$ cat config.mk
export PLATFORM = sky130hd
export DESIGN_NAME = tanh_grad_flat
export DESIGN_NICKNAME = d
export VERILOG_FILES = /design/src/rtl/tanh_pkg.sv /design/src/rtl/tanh_grad_if.sv /design/src/rtl/sync_fifo.sv /design/src/rtl/tanh_grad.sv /design/src/flat_wrapper.sv
export SDC_FILE = /design/constraint.sdc
export NUM_CORES = 1
export LEC_CHECK = 0
export CELL_PAD_IN_SITES_DETAIL_PLACEMENT = 0
export CELL_PAD_IN_SITES_GLOBAL_PLACEMENT = 2
export CORE_ASPECT_RATIO = 1.4
export CORE_MARGIN = 5
export CORE_UTILIZATION = 25
export DETAILED_ROUTE_END_ITERATION = 8
export PLACE_DENSITY = 0.61
export SYNTH_ARGS = -nofsm -noshare
export SYNTH_HDL_FRONTEND = slang
export SYNTH_SLANG_ARGS = --single-unit
$ cat constraint.sdc
create_clock -name clock -period 13 [get_ports clock]
set_clock_uncertainty 0.15 [all_clocks]
set_input_delay 2.6 -clock clock [delete_from_list [all_inputs] [get_ports clock]]
set_output_delay 2.6 -clock clock [all_outputs]
set_load 0.005 [all_outputs]
$ cat src/rtl/tanh_pkg.sv
// Shared constants and helpers for the tanh gradient datapath.
// Activations are S.8 in [-1,1); squares are Q.16 in [0,1].
package tanh_pkg;

    localparam int          W_ACT   = 9;
    localparam int          ACT_F   = 8;
    localparam int          W_SQ    = 2 * W_ACT;
    localparam logic [17:0] ONE_Q16 = 18'd65536;
    localparam int          D_SHIFT = 8;

    function automatic logic [W_SQ-1:0] act_sq(
        input logic [W_ACT-1:0] y
    );
        logic signed [W_SQ-1:0] ys;
        ys = {{(W_SQ-W_ACT){y[W_ACT-1]}}, y};
        return ys * ys;
    endfunction

    // 1 - y^2 rounded down to 9 bits; 256 encodes exactly 1.0
    function automatic logic [8:0] act_d9(
        input logic [W_SQ-1:0] sq
    );
        return 9'((ONE_Q16 - sq) >> ACT_F);
    endfunction

endpackage

$ cat src/rtl/tanh_grad_if.sv
// Stream bundle for the tanh gradient block: activation in,
// gradient in, result out, plus the FIFO occupancy.
interface tanh_grad_if
    import tanh_pkg::*;
#(
    parameter int W_G   = 16,
    parameter int DEPTH = 4
);

    logic                     act_valid;
    logic                     act_ready;
    logic [W_ACT-1:0]         act_data;

    logic                     grad_valid;
    logic                     grad_ready;
    logic [W_G-1:0]           grad_data;

    logic                     out_valid;
    logic                     out_ready;
    logic [W_G-1:0]           out_data;

    logic [$clog2(DEPTH):0]   fifo_count;

    modport master (
        output act_valid, act_data,
        output grad_valid, grad_data,
        output out_ready,
        input  act_ready, grad_ready,
        input  out_valid, out_data,
        input  fifo_count
    );

    modport slave (
        input  act_valid, act_data,
        input  grad_valid, grad_data,
        input  out_ready,
        output act_ready, grad_ready,
        output out_valid, out_data,
        output fifo_count
    );

endinterface

$ cat src/rtl/sync_fifo.sv
// Synchronous FIFO holding forward activations until the
// matching gradient arrives; flags come from the registered count.
module sync_fifo #(
    parameter int W     = 9,
    parameter int DEPTH = 4
) (
    input  logic                   clk,
    input  logic                   rst_n,
    input  logic                   flush,
    input  logic                   push,
    input  logic                   pop,
    input  logic [W-1:0]           wdata,
    output logic [W-1:0]           rdata,
    output logic                   full,
    output logic                   empty,
    output logic [$clog2(DEPTH):0] count
);

    localparam int AW = $clog2(DEPTH);

    logic [W-1:0]  r_mem [DEPTH];
    logic [AW-1:0] r_wp;
    logic [AW-1:0] r_rp;
    logic [AW:0]   r_cnt;

    logic w_push;
    logic w_pop;

    assign full   = (r_cnt == (AW+1)'(DEPTH));
    assign empty  = (r_cnt == '0);
    assign count  = r_cnt;
    assign rdata  = r_mem[r_rp];

    // full blocks a push even when a pop frees a slot this cycle
    assign w_push = push && !full;
    assign w_pop  = pop && !empty;

    always_ff @(posedge clk or negedge rst_n) begin
        if (!rst_n) begin
            r_wp  <= '0;
            r_rp  <= '0;
            r_cnt <= '0;
        end else if (flush) begin
            r_wp  <= '0;
            r_rp  <= '0;
            r_cnt <= '0;
        end else begin
            if (w_push) r_wp <= r_wp + AW'(1);
            if (w_pop)  r_rp <= r_rp + AW'(1);
            unique case (1'b1)
                w_push && !w_pop: r_cnt <= r_cnt + (AW+1)'(1);
                !w_push && w_pop: r_cnt <= r_cnt - (AW+1)'(1);
                default:          r_cnt <= r_cnt;
            endcase
        end
    end

    always_ff @(posedge clk) begin
        if (w_push && !flush) r_mem[r_wp] <= wdata;
    end

endmodule

$ cat src/rtl/tanh_grad.sv
// Backward pass of tanh: dL/dx = g * (1 - y^2), joining each
// gradient with the oldest stored activation, 2-stage pipeline.
module tanh_grad
    import tanh_pkg::*;
#(
    parameter int W_G   = 16,
    parameter int DEPTH = 4
) (
    input  logic        clock,
    input  logic        resetn,
    input  logic        flush,
    tanh_grad_if.slave  bus
);

    localparam int PW = W_G + 10;

    logic                   w_full;
    logic                   w_empty;
    logic                   w_en;
    logic                   w_fire;
    logic [W_ACT-1:0]       w_y;
    logic [$clog2(DEPTH):0] w_count;

    logic                   r_s1_v;
    logic [W_SQ-1:0]        r_sq;
    logic signed [W_G-1:0]  r_g1;
    logic                   r_s2_v;
    logic [W_G-1:0]         r_out;

    logic [8:0]             w_d9;
    logic signed [PW-1:0]   w_gx;
    logic signed [PW-1:0]   w_dx;
    logic signed [PW-1:0]   w_prod;
    logic [W_G-1:0]         w_res;

    sync_fifo #(
        .W     (W_ACT),
        .DEPTH (DEPTH)
    ) u_fifo (
        .clk   (clock),
        .rst_n (resetn),
        .flush (flush),
        .push  (bus.act_valid),
        .pop   (w_fire),
        .wdata (bus.act_data),
        .rdata (w_y),
        .full  (w_full),
        .empty (w_empty),
        .count (w_count)
    );

    // whole pipe advances together; a held output freezes everything
    assign w_en   = !r_s2_v || bus.out_ready;
    assign w_fire = bus.grad_valid && bus.grad_ready;

    assign bus.act_ready  = !w_full;
    assign bus.grad_ready = w_en && !w_empty;
    assign bus.out_valid  = r_s2_v;
    assign bus.out_data   = r_out;
    assign bus.fifo_count = w_count;

    // d9 <= 256 keeps g*d9 >> 8 inside the gradient range
    assign w_d9   = act_d9(r_sq);
    assign w_gx   = {{(PW-W_G){r_g1[W_G-1]}}, r_g1};
    assign w_dx   = {{(PW-9){1'b0}}, w_d9};
    assign w_prod = w_gx * w_dx;
    assign w_res  = W_G'(w_prod >>> D_SHIFT);

    always_ff @(posedge clock or negedge resetn) begin
        if (!resetn) begin
            r_s1_v <= 1'b0;
            r_sq   <= '0;
            r_g1   <= '0;
            r_s2_v <= 1'b0;
            r_out  <= '0;
        end else if (flush) begin
            r_s1_v <= 1'b0;
            r_s2_v <= 1'b0;
        end else if (w_en) begin
            r_s1_v <= w_fire;
            if (w_fire) begin
                r_sq <= act_sq(w_y);
                r_g1 <= bus.grad_data;
            end
            r_s2_v <= r_s1_v;
            if (r_s1_v) r_out <= w_res;
        end
    end

endmodule
$ cat src/flat_wrapper.sv
// flat-port wrapper written by rule: the top's interface ports become plain ports
module tanh_grad_flat import tanh_pkg::*;
#(
    parameter int W_G   = 16,
    parameter int DEPTH = 4
)
  (clock, resetn, flush, bus_act_valid, bus_act_data, bus_grad_valid, bus_grad_data, bus_out_ready, bus_act_ready, bus_grad_ready, bus_out_valid, bus_out_data, bus_fifo_count);
  tanh_grad_if #(.W_G(W_G), .DEPTH(DEPTH)) bus_i ();
  input  logic clock;
  input  logic resetn;
  input  logic flush;
  input wire logic [$bits(bus_i.act_valid)-1:0] bus_act_valid;
  input wire logic [$bits(bus_i.act_data)-1:0] bus_act_data;
  input wire logic [$bits(bus_i.grad_valid)-1:0] bus_grad_valid;
  input wire logic [$bits(bus_i.grad_data)-1:0] bus_grad_data;
  input wire logic [$bits(bus_i.out_ready)-1:0] bus_out_ready;
  output wire logic [$bits(bus_i.act_ready)-1:0] bus_act_ready;
  output wire logic [$bits(bus_i.grad_ready)-1:0] bus_grad_ready;
  output wire logic [$bits(bus_i.out_valid)-1:0] bus_out_valid;
  output wire logic [$bits(bus_i.out_data)-1:0] bus_out_data;
  output wire logic [$bits(bus_i.fifo_count)-1:0] bus_fifo_count;
  assign bus_i.act_valid = bus_act_valid;
  assign bus_i.act_data = bus_act_data;
  assign bus_i.grad_valid = bus_grad_valid;
  assign bus_i.grad_data = bus_grad_data;
  assign bus_i.out_ready = bus_out_ready;
  assign bus_act_ready = bus_i.act_ready;
  assign bus_grad_ready = bus_i.grad_ready;
  assign bus_out_valid = bus_i.out_valid;
  assign bus_out_data = bus_i.out_data;
  assign bus_fifo_count = bus_i.fifo_count;
  tanh_grad #(.W_G(W_G), .DEPTH(DEPTH)) u_core (.clock(clock), .resetn(resetn), .flush(flush), .bus(bus_i));
endmodule
Word-level counts from Yosys, hierarchy flattened
Memory sizes are Yosys's and may differ from the RTL's.
Index checks and enable logic that the tools add are counted.
{"block": "totals", "input_bits": 31, "output_inout_bits": 22, "wordCells": 51, "ff_bits": 58, "mem_bits_rw": 36, "mem_count": 1}
{"block": "classes", "n_addsub": 5, "n_reduce_logical": 21, "n_bitwise": 1, "multipliers": 2, "n_eq_ne": 1, "mux": 12}
{"name": "u_core.u_fifo.r_mem", "depth": 4, "word_bits": 9, "rd": 1, "rd_clocked_by_memory_dff": 0, "wr": 1, "line": "sync_fifo.sv:21", "source": "logic [W-1:0] r_mem [DEPTH];"}
{"cell": "16-bit by 10-bit multiplier with 24-bit output", "count": 1}
{"cell": "9-bit by 9-bit multiplier with 17-bit output", "count": 1}
{"cell": "17-bit subtractor (first input constant)", "count": 1}
{"cell": "2-bit 2-to-1 mux", "count": 4}
{"cell": "1-bit logical AND", "count": 7}
{"cell": "1-bit zero test", "count": 6}
{"cell": "1-bit 2-to-1 mux", "count": 6}
{"cell": "3-bit one-hot mux with 2 select lines", "count": 1}
{"cell": "3-bit AND reduction", "count": 2}
{"cell": "2-bit nonzero test", "count": 3}
{"cell": "2-bit by 1-bit adder with 2-bit output (second input constant)", "count": 2}
{"cell": "3-bit by 1-bit adder with 3-bit output (second input constant)", "count": 1}
{"cell": "3-bit equality test (second input constant)", "count": 1}
{"cell": "3-bit zero test", "count": 1}
{"cell": "3-bit 2-to-1 mux", "count": 1}
{"cell": "3-bit nonzero test", "count": 1}
{"cell": "3-bit by 1-bit subtractor with 3-bit output (second input constant)", "count": 1}
{"cell": "1-bit logical OR", "count": 1}
{"cell": "1-bit NOT", "count": 1}

Depth between registers and ports, before layout
Gate-level depths: netlist (run 1).
{"block": "logic_depth", "depth_word": 9, "ltp_mapped": 27}

Hierarchy
A second synthesis (run 1) with hierarchy kept.
{"block": "unflattened", "hier_cells": 1153, "hier_area_um2": 11372.2}
{"mod": "tanh_grad", "cells_per_inst": 1041, "instances": 1, "seq_area_each_um2": 1251.2, "area_per_inst_um2": 9469.1}
{"mod": "sync_fifo", "cells_per_inst": 112, "instances": 1, "seq_area_each_um2": 1256.2, "area_per_inst_um2": 1903.1}

Worst setup path before layout (run 1)
No wires, ideal clock.
{"block": "synth_path", "path_type": "reg2reg", "from": "register u_core.r_sq[5]", "to": "register u_core.r_out[11], in the netlist u_core.bus.out_data[11]", "n_path_buf": 1, "period_less_slack_ps": 6930, "t_required_ps": 12781, "arrival_time_ps": 6710, "path_slack_ps": 6070, "setup_time_ps": 69, "stages_incl_launch_ff": 24, "path_cell_list": "dfrtp_1 > or4_4 > nand2b_4 > or4_4 > xor2_1 > clkbuf_1 > nand2_1 > fa_1 > inv_1 > fa_1 > fa_1 > fa_1 > inv_1 > fa_1 > inv_1 > ha_1 > a21o_1 > a21o_1 > a21o_1 > a21o_1 > a21oi_1 > a21boi_0 > or4b_2 > nand3_1"}
{"block": "synth_between", "elab_chain_len": 2}
{"item": "from (decl)", "line": "tanh_grad.sv:25", "source": "logic [W_SQ-1:0] r_sq;"}
{"item": "from (signal assigned)", "line": "tanh_grad.sv:82", "source": "r_sq <= act_sq(w_y);"}
{"item": "17-bit subtractor", "line": "tanh_pkg.sv:23", "source": "return 9'((ONE_Q16 - sq) >> ACT_F);"}
{"item": "16-bit by 10-bit multiplier with 24-bit output", "line": "tanh_grad.sv:66", "source": "assign w_prod = w_gx * w_dx;"}
{"item": "to (signal assigned)", "line": "tanh_grad.sv:86", "source": "if (r_s1_v) r_out <= w_res;"}
{"item": "to (decl)", "line": "tanh_grad.sv:28", "source": "logic [W_G-1:0] r_out;"}
No other way between the ends.
A chain may end at the register's enable or synchronous reset.

Worst setup path after layout (run 1)
{"block": "layout_path", "from": "register u_core.r_sq[5]", "to": "register u_core.r_out[15], in the netlist u_core.bus.out_data[15]"}
The elaborated chain is that of the path after synthesis.

==> reports/results.txt, run 1 <==
Ports: 53
clock sinks: 93
FP Rows: 91
DRC viols: 0
largest stage delay on the critical path: 0.89 ns
Post-DRT Antenna Nets: 0
RSZ-0062 raised after global routing: no
Yosys cell types: 59
GR Layer Usage met1: 12.36%
reg2reg end: u_core.bus.out_data[15]
detailed-route wire length per cell: 15.83 µm
Pins Over Slew Limit: 0
total grt overflow: 0
diodes inserted: 0
FILL cells: 4653
register area share after synthesis: 22.57%
GR Layer Usage met3: 1.439%
Crit Path Class: flip-flop to flip-flop
dominant synthesized flop cell: dfrtp_1
worst-path fanout max: 16
Multi-input gate area: 7696 µm²
Final Cycle Share: 59.97%
initial antenna violation count: 0
CTS root buffer: clkbuf_16
Vias per Instance: 4.277
Synth Cell Area: 11110 µm²
Post-synth EDFFs: 36
setup TNS: 0 ns
most frequent CP cell: fa_1
worst path required time: 13.08 ns
worst min path class: flip-flop to flip-flop
Clk Latency, worst-skew pair: 0.39 ns
CP Launch Type: flip-flop
DIE AREA: 48810 µm²
CP arrival: 7.87 ns
R2R setup slack: 5.20 ns
post-CTS sizing: 0
Reg-to-Reg Start: u_core.r_sq[5]
global-route wire length before repair: 44320 µm
NumNets Final: 1437
Max-Cap Viols: 0
width of the die: 188.2 µm
area added between synthesis and finish: 12.60%
Reg area: 2507 µm²
Via Count: 7305
Avg Cell Area, Syn: 9.937 µm²
gp weighted congestion: 0.7915
Die Ht: 259.4 µm
DP Cell Count: 1692
hold_sp: u_core.r_sq[7]
share of cells above drive strength 1: 5.304%
worst-margin pin slew: 1.125 ns
Initial Utilization: 25.21%
hold endpoint: u_core.r_sq[7]
TritonRoute pass-1 iters: 4
Mapped Cells: 1118
final wirelength: 27040 µm
most common cell after layout, fill and taps aside: inv_1
vias in the first global route: 8334
CP max-delay cell: xor2_1
clock-pin slew on the worst setup and hold paths: 0.07 ns
Setup Viol. Count Final: 0
post-route minimum period: 7.796 ns
Port Buf Inserts: 52
total track usage: 11.68%
Hold Path Stages: 2
fraction of registers with async set/reset: 61.29%
Fin. Hold Viols: 0
Num CTS Buffers: 9
max_slew headroom: 24.73%
Mapped Nets: 1410
FF-to-FF path depth: 22
Synth warnings: 0
DPL Wire Length: 22000 µm
FMAX: 128.3 MHz
status: finished, final reports clean
largest net degree at the start of global routing: 58
GRT Max-Usage Layer: met2
Finished Layout Cells: 1708
Synth Register Bits: 93
clk buf depth: 2
Hold-fix buffers, CTS: 0
Clock H-tree levels: 3
most frequent cells in the layout: 202 x inv_1, 184 x nand2_1, 171 x fa_1
Worst Setup End Kind: flip-flop
grt met2 use: 23.62%
CP Cell Sequence: or4_4 > nand2b_4 > or4_4 > xor2_1 > nand2_1 > fa_1 > fa_1 > inv_1 > fa_1 > fa_1 > inv_1 > fa_1 > inv_1 > ha_1 > and3_1 > o211ai_1 > nand4b_1 > nand4_2 > a2111oi_2 > o31ai_1 > xnor2_1 > o21ai_0
CTS tree: yes
1st-iter DRT viols: 174
CORE AREA: 44060 µm²
Post-CTS Setup Bufs: 0
## cell families (layout without fill, tap and decap cells)
kind of cell	Yosys count	after routing	share of synthesized area [%]
muxes	14	14	2.309
buffers and inverters	244	276	8.334
DFF	93	93	22.57
xor gates and xnor gates	50	50	4.133
adders and majority gates	261	261	40.95
and+or+nand+nor	367	367	16.41
AOI/OAI and AO/OA	89	89	5.293
## how the worst max path moves through the flow
stage | to | cells after the start | start
floorplan | u_core.bus.out_data[11] | 23 | u_core.r_sq[5]
global placement | u_core.bus.out_data[15] | 23 | u_core.r_sq[5]
detailed placement | u_core.bus.out_data[15] | 22 | u_core.r_sq[5]
CTS | u_core.bus.out_data[15] | 22 | u_core.r_sq[5]
global route | u_core.bus.out_data[15] | 22 | u_core.r_sq[5]
finish | u_core.bus.out_data[15] | 22 | u_core.r_sq[5]
## per-stage QoR
stage	area [µm²]	hold slack (ns)	util [%]	worst slack [ns]
after detailed placement	12220	0.3228	27.73	5.098
after global placement	12220	0.3163	27.73	5.298
after floorplan	11110	0.2966	-	6.070
after global routing	12510	0.3604	28.39	4.705
final	12510	0.3309	28.39	5.204
after CTS	12510	0.3380	28.39	5.077
## synth_stat cells, drive strengths merged, types with 8 or more instances
cell    instances  area share (%)
xor2           14             1.1
and2           82             4.6
buf            16            0.63
dfrtp          57              13
a21o           13            0.88
xnor2          35             2.8
mux4            9             1.8
inv           202             6.8
edfxtp         36             9.7
clkbuf         26            0.88
ha             90              10
nand3          14            0.63
a21oi          21            0.98
nor2           26            0.95
and3            8            0.45
o21ai          26             1.2
nor2b          19             1.2
nand2         184             6.2
fa            171              31
## critical path: cells and delay by family (launching register included)
family / cells / cell delay, ns
simple gates: 7 / 2.10
fa+ha+maj: 6 / 2.83
compound gates: 4 / 0.99
xor+xnor: 2 / 1.04
buf+inv: 3 / 0.14
flops: 1 / 0.38
## flip-flops by register name, indices dropped and copies added (netlist names)
signal / count
u_core.bus.out_data: 16
u_core.bus.out_valid: 1
u_core.r_g1: 16
u_core.r_s1_v: 1
u_core.r_sq: 16
u_core.u_fifo.count: 3
u_core.u_fifo.r_mem: 36
u_core.u_fifo.r_rp: 2
u_core.u_fifo.r_wp: 2
## cell type report
type,instances,share of cell area (%)
tap,558,5.581
timing repair buffer,58,4.481
inverter,202,6.061
clock inverter,7,0.5101
multi-input combinational,781,61.52
sequential,93,20.04
clock buffer,9,1.800
## per-layer routing
| layer | part of all wire, % | wire, µm |
|---|---|---|
| met1 | 38 | 10390 |
| met3 | 1.5 | 405 |
| met2 | 58 | 15750 |
| met5 | 0 | 0 |
| met4 | 1.8 | 497 |
Power of run 1 is not shown: default switching activity piles up to over one toggle a cycle in this logic, so the estimate is an artifact.
==> run 2: changes to the inputs <==
Clock period 13 ns to 7.3 ns, I/O delays scaled along.
==> run 2 against run 1 <==
Against the previous run:
- non-clock buffer count increased by 21
- count of clock-buffer cells in the layout unchanged
- core utilization increased by 0.65 points
- sequential share of layout area decreased by 0.45 points
- critical path depth increased by 2
- worst setup slack got worse by 4.9 ns
- die area unchanged
- final area increased by 2.3%
- maximum frequency increased by 12%
- flip-flop and latch count unchanged
- highest routed layer unchanged
==> reports/results.txt, run 2 (synthesis gave the netlist of run 1 again) <==
width of the die: 188.2 µm
FILL cells: 4625
status: finished, final reports clean
worst path required time: 7.47 ns
initial antenna violation count: 0
clk buf depth: 2
worst-path fanout max: 9
Crit Path Class: flip-flop to flip-flop
global-route wire length before repair: 44770 µm
Top reg by flops: u_core.u_fifo.r_mem
share of cells above drive strength 1: 7.942%
Hold-fix buffers, CTS: 0
most common cell after layout, fill and taps aside: inv_1
DIE AREA: 48810 µm²
Num CTS Buffers: 9
Fin. Hold Viols: 0
total track usage: 11.67%
largest net degree at the start of global routing: 58
FP Rows: 91
Via Count: 7328
CP top delay family: adder cells
FMAX: 143.2 MHz
post-route minimum period: 6.983 ns
detailed-route wire length per cell: 15.51 µm
max_slew headroom: 43.48%
Worst Setup End Kind: flip-flop
Clk Latency, worst-skew pair: 0.39 ns
CTS tree: yes
CP Launch Type: flip-flop
Vias per Instance: 4.238
Initial Utilization: 25.21%
CP Cell Sequence: or4_4 > nand2b_4 > or4_4 > nor3_4 > buf_6 > xnor2_4 > nand2_1 > fa_1 > inv_1 > fa_1 > fa_1 > fa_1 > inv_1 > fa_1 > inv_1 > ha_1 > a21o_1 > a21o_1 > a21o_1 > a21o_1 > a21oi_2 > a21oi_1 > or4b_2 > nand3_1
Pins Over Slew Limit: 0
Largest register FFs: 36
Setup Viol. Count Final: 0
NumNets Final: 1458
gp weighted congestion: 0.7716
area added between synthesis and finish: 15.19%
final core area utilization: 29.04%
DRC viols: 0
final wirelength: 26820 µm
largest stage delay on the critical path: 0.63 ns
CP arrival: 7.16 ns
most frequent CP cell: fa_1
CP max-delay cell: or4b_2
clock-pin slew on the worst setup and hold paths: 0.09 ns
worst min path class: flip-flop to flip-flop
Max-Cap Viols: 0
DPL Wire Length: 22090 µm
Ports: 53
Post-DRT Antenna Nets: 0
TritonRoute pass-1 iters: 6
total grt overflow: 0
worst-margin pin slew: 0.8479 ns
CP Buf/Inv Count: 4
CTS root buffer: clkbuf_16
Multi-input gate area: 7795 µm²
Die Ht: 259.4 µm
diodes inserted: 0
Reg area: 2507 µm²
Clock H-tree levels: 3
Final Cycle Share: 95.66%
Port Buf Inserts: 52
1st-iter DRT viols: 242
vias in the first global route: 8386
clock sinks: 93
CORE AREA: 44060 µm²
most frequent cells in the layout: 201 x inv_1, 184 x nand2_1, 171 x fa_1
==> run 2: changes by cell type in the layout (fill, tap and decap cells not counted), sizes merged <==
cell and change:
buf +21
==> run 2: final timing paths <==
kind | slack [ns] | start | cells past startpoint | endpoint
worst max-delay path | 0.32 | u_core.r_sq[5] | 24 | u_core.bus.out_data[12]
worst min-delay path | 0.33 | u_core.bus.out_data[2] | 2 | u_core.bus.out_data[2]
worst max register to register | 0.32 | u_core.r_sq[5] | 24 | u_core.bus.out_data[12]
worst min register to register | 0.33 | u_core.bus.out_data[2] | 2 | u_core.bus.out_data[2]
max in group asynchronous | 5.32 | resetn | 2 | u_core.r_sq[13]
min in group asynchronous | 1.10 | resetn | 2 | u_core.bus.out_data[15]
==> run 2: layout make-up <==
cell class                      instances  share of cell area [%]
Clock buffer                            9                   1.760
Clock inverter                          7                  0.5866
Inverter                              202                   5.925
Multi-Input combinational cell        781                   60.91
Sequential cell                        93                   19.59
Tap cell                              558                   5.456
Timing Repair Buffer                   79                   5.768
==> run 2: metal layers <==
| layer | share of wire (%) | vias up | GRT usage [%] |
|---|---|---|---|
| li1 | - | 3552 | - |
| met1 | 41 | 3715 | 13.40 |
| met2 | 56 | 44 | 22.70 |
| met3 | 1.8 | 17 | 1.426 |
| met4 | 1.4 | 0 | 2.999 |
| met5 | 0 | - | 0 |
==> run 2: worst reg2reg max path: stages, from the launching register on <==
cell and delay, ns:
dfrtp_1 0.38, or4_4 0.53, nand2b_4 0.16, or4_4 0.47
nor3_4 0.24, buf_6 0.14, xnor2_4 0.16, nand2_1 0.12
fa_1 0.50, inv_1 0.05, fa_1 0.55, fa_1 0.43
fa_1 0.50, inv_1 0.06, fa_1 0.48, inv_1 0.04
ha_1 0.28, a21o_1 0.18, a21o_1 0.16, a21o_1 0.16
a21o_1 0.18, a21oi_2 0.18, a21oi_1 0.11, or4b_2 0.63
nand3_1 0.10
==> run 2: repair_timing <==
item / CTS / global route
endpoints found under the setup margin: 0 / 8
gates resized for setup: 0 / 22
buffers inserted: 0 / 2
==> run 2: per-stage QoR <==
step                hold WS, ns  cells  setup TNS [ns]  cell area, µm²  worst slack (ns)
floorplan                0.2966   1118               0           11110            0.3704
global placement         0.3181   1711               0           12360            0.1313
detailed placement       0.3244   1711               0           12360           0.03949
CTS                      0.3427   1727               0           12660           0.05698
global route             0.3579   1729        -0.01120           12800         -0.008265
finish                   0.3331   1729               0           12800            0.3168
Power of run 2 is left out for the same reason.
==> run 3: changes to the inputs <==
Settings changed: GPL_ROUTABILITY_DRIVEN set to 0.
==> results of run 3 <==
No change in the layout: final DEF, timing and power equal those of run 2.
Power of run 3 is left out for the same reason.
